### src/rtl/btn_event_unit_if.sv
// Signal bundle between raw board buttons, the conditioner and the CPU register block.
// slave is the conditioner's view; master is the board/CPU side.
interface btn_event_unit_if #(
  parameter int N_CH = 5
);
  logic [N_CH-1:0] btn_in;
  logic [N_CH-1:0] level;
  logic [N_CH-1:0] press_pulse;
  logic [N_CH-1:0] release_pulse;
  logic [N_CH-1:0] long_pulse;
  logic [N_CH-1:0] evt_press;
  logic [N_CH-1:0] evt_long;
  logic            clr_en;
  logic [N_CH-1:0] clr_mask;
  logic            irq;

  modport slave (
    input  btn_in, clr_en, clr_mask,
    output level, press_pulse, release_pulse, long_pulse, evt_press, evt_long, irq
  );

  modport master (
    output btn_in, clr_en, clr_mask,
    input  level, press_pulse, release_pulse, long_pulse, evt_press, evt_long, irq
  );
endinterface

### src/rtl/btn_event_unit.sv
// Multi-channel button conditioner: sync, debounce, press/release/long strobes, sticky events, irq.
// level flips DB_CYCLES+1 edges after a raw change; events one edge after strobes; irq one edge later.
module btn_event_unit #(
  parameter int          N_CH       = 5,
  parameter int          CNT_W      = 24,
  parameter int unsigned DB_CYCLES  = 100000,
  parameter int unsigned LP_CYCLES  = 10000000,
  parameter bit          ACTIVE_LOW = 1'b0
) (
  input logic              clk,
  input logic              rst,
  btn_event_unit_if.slave  bus
);

  localparam logic [CNT_W-1:0] DB_LAST = CNT_W'(DB_CYCLES - 1);
  localparam logic [CNT_W-1:0] LP_LAST = CNT_W'(LP_CYCLES - 1);
  localparam logic [CNT_W-1:0] LP_MAX  = CNT_W'(LP_CYCLES);
  localparam logic [N_CH-1:0]  RAW_RELEASED = ACTIVE_LOW ? '1 : '0;

  logic [N_CH-1:0]  s1, s2, pressed;
  logic [N_CH-1:0]  level_q, level_d;
  logic [N_CH-1:0]  press_q, press_d;
  logic [N_CH-1:0]  rel_q, rel_d;
  logic [N_CH-1:0]  long_q, long_d;
  logic [N_CH-1:0]  evtp_q, evtp_d;
  logic [N_CH-1:0]  evtl_q, evtl_d;
  logic [N_CH-1:0]  clr_vec;
  logic             irq_q, irq_d;
  logic [CNT_W-1:0] dcnt_q [N_CH];
  logic [CNT_W-1:0] dcnt_d [N_CH];
  logic [CNT_W-1:0] hcnt_q [N_CH];
  logic [CNT_W-1:0] hcnt_d [N_CH];

  assign pressed = ACTIVE_LOW ? ~s2 : s2;
  assign clr_vec = bus.clr_en ? bus.clr_mask : '0;

  always_comb begin
    level_d = level_q;
    press_d = '0;
    rel_d   = '0;
    long_d  = '0;
    for (int i = 0; i < N_CH; i++) begin
      dcnt_d[i] = '0;
      hcnt_d[i] = '0;

      // Any cycle where the sampled input agrees with level restarts the stability window.
      if (pressed[i] != level_q[i]) begin
        if (dcnt_q[i] == DB_LAST) begin
          level_d[i] = pressed[i];
          press_d[i] = pressed[i];
          rel_d[i]   = ~pressed[i];
        end else begin
          dcnt_d[i] = dcnt_q[i] + 1'b1;
        end
      end

      // Saturating at LP_CYCLES guarantees a single long strobe per press.
      if (level_q[i]) begin
        if (hcnt_q[i] == LP_LAST) begin
          hcnt_d[i] = LP_MAX;
          long_d[i] = 1'b1;
        end else if (hcnt_q[i] == LP_MAX) begin
          hcnt_d[i] = hcnt_q[i];
        end else begin
          hcnt_d[i] = hcnt_q[i] + 1'b1;
        end
      end
    end

    // Set beats clear when both land on the same edge.
    evtp_d = (evtp_q & ~clr_vec) | press_q;
    evtl_d = (evtl_q & ~clr_vec) | long_q;
    irq_d  = |(evtp_q | evtl_q);
  end

  always_ff @(posedge clk) begin
    if (!rst) begin
      s1      <= RAW_RELEASED;
      s2      <= RAW_RELEASED;
      level_q <= '0;
      press_q <= '0;
      rel_q   <= '0;
      long_q  <= '0;
      evtp_q  <= '0;
      evtl_q  <= '0;
      irq_q   <= 1'b0;
      for (int i = 0; i < N_CH; i++) begin
        dcnt_q[i] <= '0;
        hcnt_q[i] <= '0;
      end
    end else begin
      s1      <= bus.btn_in;
      s2      <= s1;
      level_q <= level_d;
      press_q <= press_d;
      rel_q   <= rel_d;
      long_q  <= long_d;
      evtp_q  <= evtp_d;
      evtl_q  <= evtl_d;
      irq_q   <= irq_d;
      for (int i = 0; i < N_CH; i++) begin
        dcnt_q[i] <= dcnt_d[i];
        hcnt_q[i] <= hcnt_d[i];
      end
    end
  end

  assign bus.level         = level_q;
  assign bus.press_pulse   = press_q;
  assign bus.release_pulse = rel_q;
  assign bus.long_pulse    = long_q;
  assign bus.evt_press     = evtp_q;
  assign bus.evt_long      = evtl_q;
  assign bus.irq           = irq_q;

endmodule

### src/flat_wrapper.sv
// flat-port wrapper written by rule: the top's interface ports become plain ports
module btn_event_unit_flat 
#(
  parameter int          N_CH       = 5,
  parameter int          CNT_W      = 24,
  parameter int unsigned DB_CYCLES  = 100000,
  parameter int unsigned LP_CYCLES  = 10000000,
  parameter bit          ACTIVE_LOW = 1'b0
)
  (clk, rst, bus_btn_in, bus_clr_en, bus_clr_mask, bus_level, bus_press_pulse, bus_release_pulse, bus_long_pulse, bus_evt_press, bus_evt_long, bus_irq);
  btn_event_unit_if #(.N_CH(N_CH)) bus_i ();
  input logic clk;
  input logic rst;
  input wire logic [$bits(bus_i.btn_in)-1:0] bus_btn_in;
  input wire logic [$bits(bus_i.clr_en)-1:0] bus_clr_en;
  input wire logic [$bits(bus_i.clr_mask)-1:0] bus_clr_mask;
  output wire logic [$bits(bus_i.level)-1:0] bus_level;
  output wire logic [$bits(bus_i.press_pulse)-1:0] bus_press_pulse;
  output wire logic [$bits(bus_i.release_pulse)-1:0] bus_release_pulse;
  output wire logic [$bits(bus_i.long_pulse)-1:0] bus_long_pulse;
  output wire logic [$bits(bus_i.evt_press)-1:0] bus_evt_press;
  output wire logic [$bits(bus_i.evt_long)-1:0] bus_evt_long;
  output wire logic [$bits(bus_i.irq)-1:0] bus_irq;
  assign bus_i.btn_in = bus_btn_in;
  assign bus_i.clr_en = bus_clr_en;
  assign bus_i.clr_mask = bus_clr_mask;
  assign bus_level = bus_i.level;
  assign bus_press_pulse = bus_i.press_pulse;
  assign bus_release_pulse = bus_i.release_pulse;
  assign bus_long_pulse = bus_i.long_pulse;
  assign bus_evt_press = bus_i.evt_press;
  assign bus_evt_long = bus_i.evt_long;
  assign bus_irq = bus_i.irq;
  btn_event_unit #(.N_CH(N_CH), .CNT_W(CNT_W), .DB_CYCLES(DB_CYCLES), .LP_CYCLES(LP_CYCLES), .ACTIVE_LOW(ACTIVE_LOW)) u_core (.clk(clk), .rst(rst), .bus(bus_i));
endmodule
### config.mk
export PLATFORM = sky130hd
export DESIGN_NAME = btn_event_unit_flat
export DESIGN_NICKNAME = d
export VERILOG_FILES = /design/src/rtl/btn_event_unit_if.sv /design/src/rtl/btn_event_unit.sv /design/src/flat_wrapper.sv
export SDC_FILE = /design/constraint.sdc
export NUM_CORES = 1
export LEC_CHECK = 0
export CORE_UTILIZATION = 40
export CTS_BUF_LIST = sky130_fd_sc_hd__clkbuf_16
export DETAILED_ROUTE_END_ITERATION = 8
export SYNTH_ARGS = -nofsm -noshare
export SYNTH_HDL_FRONTEND = slang
export SYNTH_SLANG_ARGS = --single-unit
### constraint.sdc
create_clock -name clk -period 1.9 [get_ports clk]
set_input_delay 0.285 -clock clk [delete_from_list [all_inputs] [get_ports clk]]
set_output_delay 0.285 -clock clk [all_outputs]
set_load 0.01 [all_outputs]
## Word-level counts from Yosys, hierarchy flattened

Memories as Yosys holds them, arrays and structs flattened.
Index checks and enable logic that the tools add are counted.

- Word-level logic and storage cells: 137
- Memories kept: 2
- Bits in writable memories: 240
- Bits in registers: 41
- Input port bits: 13

Memory list:

| memory | depth | width | read ports | clocked after memory_dff | wr ports | line | text |
|---|---|---|---|---|---|---|---|
| u_core.dcnt_q | 5 | 24 | 5 | 0 | 5 | btn_event_unit.sv:29 | `logic [CNT_W-1:0] dcnt_q [N_CH];` |
| u_core.hcnt_q | 5 | 24 | 5 | 0 | 5 | btn_event_unit.sv:31 | `logic [CNT_W-1:0] hcnt_q [N_CH];` |

- Muxes and demuxes: 43
- Bitwise operators: 21
- Equality and inequality tests: 20
- Add/sub/neg operators: 10
- Reduce and logical (&&, ||, !) cells: 16

Operators by type and width:

| cell | count |
|---|---|
| 24-bit two-way mux | 35 |
| 24-bit by 1-bit adder with 24-bit output (second input constant) | 10 |
| 24-bit equality test (second input constant) | 10 |
| 24-bit by 17-bit equality test with 1-bit output (second input constant) | 5 |
| 2-bit AND reduction | 10 |
| 5-bit OR | 3 |
| 3-bit AND reduction | 5 |
| 5-bit AND | 2 |
| 1-bit OR | 10 |
| 1-bit two-way mux | 7 |
| 5-bit two-way mux | 1 |
| 1-bit inequality test | 5 |
| 1-bit inverter | 5 |
| 5-bit inverter | 1 |
| 5-bit OR reduction | 1 |

## Logic depth before layout (Yosys ltp)

- Word-level depth: 5
- Depth in mapped cells: 7
- Gate-level depth less buffers: 5

## Least setup slack after synthesis

Ideal clock, no wire load.

- Kind: register to register
- From: memory u_core.hcnt_q[2][14] (netlist: u_core.hcnt_q[0][62])
- To: memory u_core.hcnt_q[2][3] (netlist: u_core.hcnt_q[0][51])
- Path slack: -0.136 ns
- Data arrival time: 1.919 ns
- Stages on the path, launching flop included: 7
- Buffers on the path: 2
- Setup time: 0.117 ns
- Cells stage by stage: dfxtp_1 or4_4 or4_1 buf_2 o21bai_1 buf_2 nor2_1

RTL lines:

| item | line |
|---|---|
| start, declared | btn_event_unit.sv:31 |

==> flow_summary_export.csv <==
group,metric,value,unit
global_route,grt_max_degree,25,
min_path,holdPathEnd,"u_core.s1[2]",
synth,async_flop_share,0,%
finish,layout.nets,1749,
worst_setup_path,cp_max_fo,4,
placed_design,gp_congestion,0.874,
placed_design,dpl_cell_area,0.0149,mm²
sta,rsz0062_at_grt,"yes",
worst_setup_path,r2r_start,"u_core.hcnt_q[0][56]",
synth,yosysMostFrequentCell,"dfxtp_1",
power,swShare,20.8,%
floorplanning,die_w,181,µm
min_path,holdPathStages,2,
sta,fin_crit_sh,106,%
finish,antenna_cells,0,
synth,syn_nets,1540,
worst_setup_path,slowest_delay,600,ps
sta,tightest_slew,486,ps
synth,postSynthAreaPerCell,8.45,µm²
worst_setup_path,start_kind,"register",
synth,netlist_instances,1512,
sta,hold_viol_final,0,
worst_setup_path,crit_type,"register to register",
clock_tree,cts_hold_buf,0,
worst_setup_path,rrSetupSlack,-110,ps
synth,yosys_register_bits,281,
drt,drc,0,
drt,via_per_inst,5.48,
power,p_per_area,747,mW/mm²
floorplanning,die_h,181,µm
worst_setup_path,path_common_cell,"or4_4",
run,cap_viol_max_count,0,
placed_design,dp_hpwl,22300,µm
drt,vias,11800,
worst_setup_path,crit_chain,"or4_4, or4_4, or3_1, a31oi_1",
clock_tree,cts_root_buf,"clkbuf_16",
synth,synth_top_area_share,44.0,%
synth,synth_common_cells,"281 x dfxtp_1, 165 x nor2_1, 115 x a21oi_1, 96 x nand2_1, 88 x nand3_1",
power,power.internal,9580,µW
finish,register_area,0.00565,mm²
sta,timing.final.ws_setup,-114,ps
global_route,track_usage,18.6,%
drt,wl,31000,µm
power,p_leak,0.00520,µW
worst_setup_path,arrival,2500,ps
global_route,grt_pass1_wl,51800,µm
finish,drive_above_1_share,17.7,%
global_route,gr-total-overflow,0,
sta,setup_viol,13,
finish,stdcell_area,0.0162,mm²
power,pwr-share-seq,48.9,%
clock_tree,insertion_delay,570,ps
floorplanning,rows,65,
synth,synth_area_leaders,"dfxtp_1 44%, xnor2_1 4.9%, nor2_1 4.8%",
sta,slew_viol_final,0,
min_path,hold_path.class,"primary input to register",
run_status,status,"complete, but fails checks",
power,p_sw,2510,µW
drt,avgRoutedWirePerCell,14.4,µm
global_route,antenna_found_initial,0,
finish,multi_input_area,0.00696,mm²
power,ir_drop,713,µV
worst_setup_path,r2r_end,"u_core.hcnt_q[0][49]",
clock_tree,numCtsBuffers,31,
placed_design,io_buffer_count,43,
worst_setup_path,crit_slowest_cell,"or4_4",
floorplanning,pin_count,44,
worst_setup_path,reg2regPathDepth,4,
sta,period_minus_slack,2010,ps
sta,hold_slack,339,ps
sta,fmax,497,MHz
synth,synth.distinct_cells,50,
synth,yosysTopAreaCell,"dfxtp_1",
drt,dr.pass1.iters,5,
floorplanning,core,0.0315,mm²
drt,ant_nets,0,
sta,clock_skew,24.4,ps
run_status,violations,"setup timing",
global_route,grt_pass1_vias,10900,
clock_tree,clk_pin_slew_worst_paths,60,ps
clock_tree,cts_buffer_depth,3,
drt,drt_iter0_drc,636,
synth,synth-edff-count,0,
min_path,min-delay-start,"bus_btn_in[2]",
synth,synth_warnings,0,
floorplanning,start_util,40.6,%
floorplanning,die-area,0.0326,mm²
clock_tree,cts_tree,"yes",
power,p_comb_share,0.9,%
synth,synthFlopType,"dfxtp_1",
finish,fillers,2963,
clock_tree,h-tree-depth,1,
power,clockPowerShare,50.2,%
worst_setup_path,endpoint_kind,"register",
synth,synth_area,0.0128,mm²
worst_setup_path,critPathRequiredTime,2390,ps
sta,slew_headroom,67.3,%
finish,syn2layout_area_growth,26.8,%
clock_tree,cts_sinks,281,
synth,seq_area_frac_synth,44.0,%
-- cells in the final DEF, fill, tap and decap left out, types with 4 or more instances in the layout --
cell type          n
a21oi_1          108
a21oi_2            7
and2_1            17
and3_1            19
and4_1            38
and4b_1            4
buf_4            188
buf_6              4
bufinv_16          5
clkbuf_16         31
clkdlybuf4s50_1   42
clkinv_1          11
dfxtp_1          265
dfxtp_2           16
ha_1              13
inv_1             45
nand2_1           96
nand3_1           85
nand4_1           77
nand4b_1           5
nor2_1           162
nor2b_1            4
nor3_1            38
nor4_1            52
o21ai_0           61
o31ai_1           38
or2_2              8
or3_1             60
or3_4              5
or4_1             40
or4_4             12
xnor2_1           71
xor2_1            57
-- worst max-delay path, delay by kind of cell (launching register included) --
family	cells	cell delay [ps]
flip-flops	1	330
AO/OA/AOI/OAI	1	120
AND/OR/NAND/NOR	3	1490
-- flip-flops by register name, indices dropped and copies added (netlist names) --
register	flops
u_core.bus.irq	1
u_core.s1	5
u_core.dcnt_q	120
u_core.bus.press_pulse	5
u_core.pressed	5
u_core.bus.evt_press	5
u_core.bus.evt_long	5
u_core.hcnt_q	120
u_core.bus.long_pulse	5
u_core.bus.release_pulse	5
u_core.bus.level	5
-- kinds of logic (layout without fill, tap and decap cells) --
kind of cell             Yosys count  after routing  share of synthesized area, %
AO/OA/AOI/OAI                    236            236                          10.4
XOR/XNOR                         128            128                          8.78
adder cells (fa/ha/maj)           15             15                          1.47
buffers and inverters            101            335                          3.00
flip-flops                       281            281                          44.0
multiplexers                       5              5                         0.421
AND/OR/NAND/NOR                  746            746                          31.9
-- metal layers --
metal | up-vias | share of wire (%) | GRT usage (%)
met4 | 0 | 2.0 | 5.06
li1 | 5967 | - | -
met2 | 177 | 46 | 31.0
met1 | 5579 | 48 | 24.9
met3 | 43 | 4.2 | 2.94
met5 | - | 0 | 0
-- worst max-delay path by stage --
stage / start / end / depth (start not counted)
after detailed placement: u_core.hcnt_q[0][66] / u_core.hcnt_q[0][62] / 5
final: u_core.hcnt_q[0][56] / u_core.hcnt_q[0][49] / 4
after floorplan: u_core.hcnt_q[0][66] / u_core.hcnt_q[0][69] / 6
after global routing: u_core.hcnt_q[0][56] / u_core.hcnt_q[0][49] / 4
after CTS: u_core.hcnt_q[0][66] / u_core.hcnt_q[0][70] / 5
after global placement: u_core.hcnt_q[0][56] / u_core.hcnt_q[0][49] / 4
-- what timing repair did --
action	4_1_cts	5_1_grt
pin swaps	2	11
resized for setup	16	40
endpoints found under the setup margin	26	85
buffers inserted	0	2
-- through the flow --
| step | cells | worst slack (ps) | util [%] | setup TNS (ps) | total power (µW) |
|---|---|---|---|---|---|
| after floorplan | 1512 | -106 | - | -1210 | 6090 |
| after detailed placement | 2088 | -128 | 47.5 | -1450 | 6160 |
| after CTS | 2146 | -93.2 | 50.9 | -939 | 12200 |
| after global routing | 2148 | -173 | 51.5 | -1450 | 12500 |
| after global placement | 2088 | -109 | 47.5 | -959 | 6160 |
| final | 2148 | -114 | 51.5 | -794 | 12100 |
-- power by group through the flow --
stage | sequential [µW] | clock, µW | combinational [µW]
global route | 5910 | 6440 | 122
CTS | 5910 | 6210 | 114
detailed placement | 6040 | 0 | 114
global placement | 6040 | 0 | 113
floorplan | 6040 | 0 | 44.5
finish | 5910 | 6070 | 112
-- layout make-up --
type	count	area share (%)
multi-input combinational	1130	43.0
sequential	281	34.9
timing repair buffer	236	11.8
clock buffer	31	4.79
tap	402	3.11
clock inverter	27	1.57
inverter	41	0.950
Note: power is estimated with default switching activity, not from simulation.
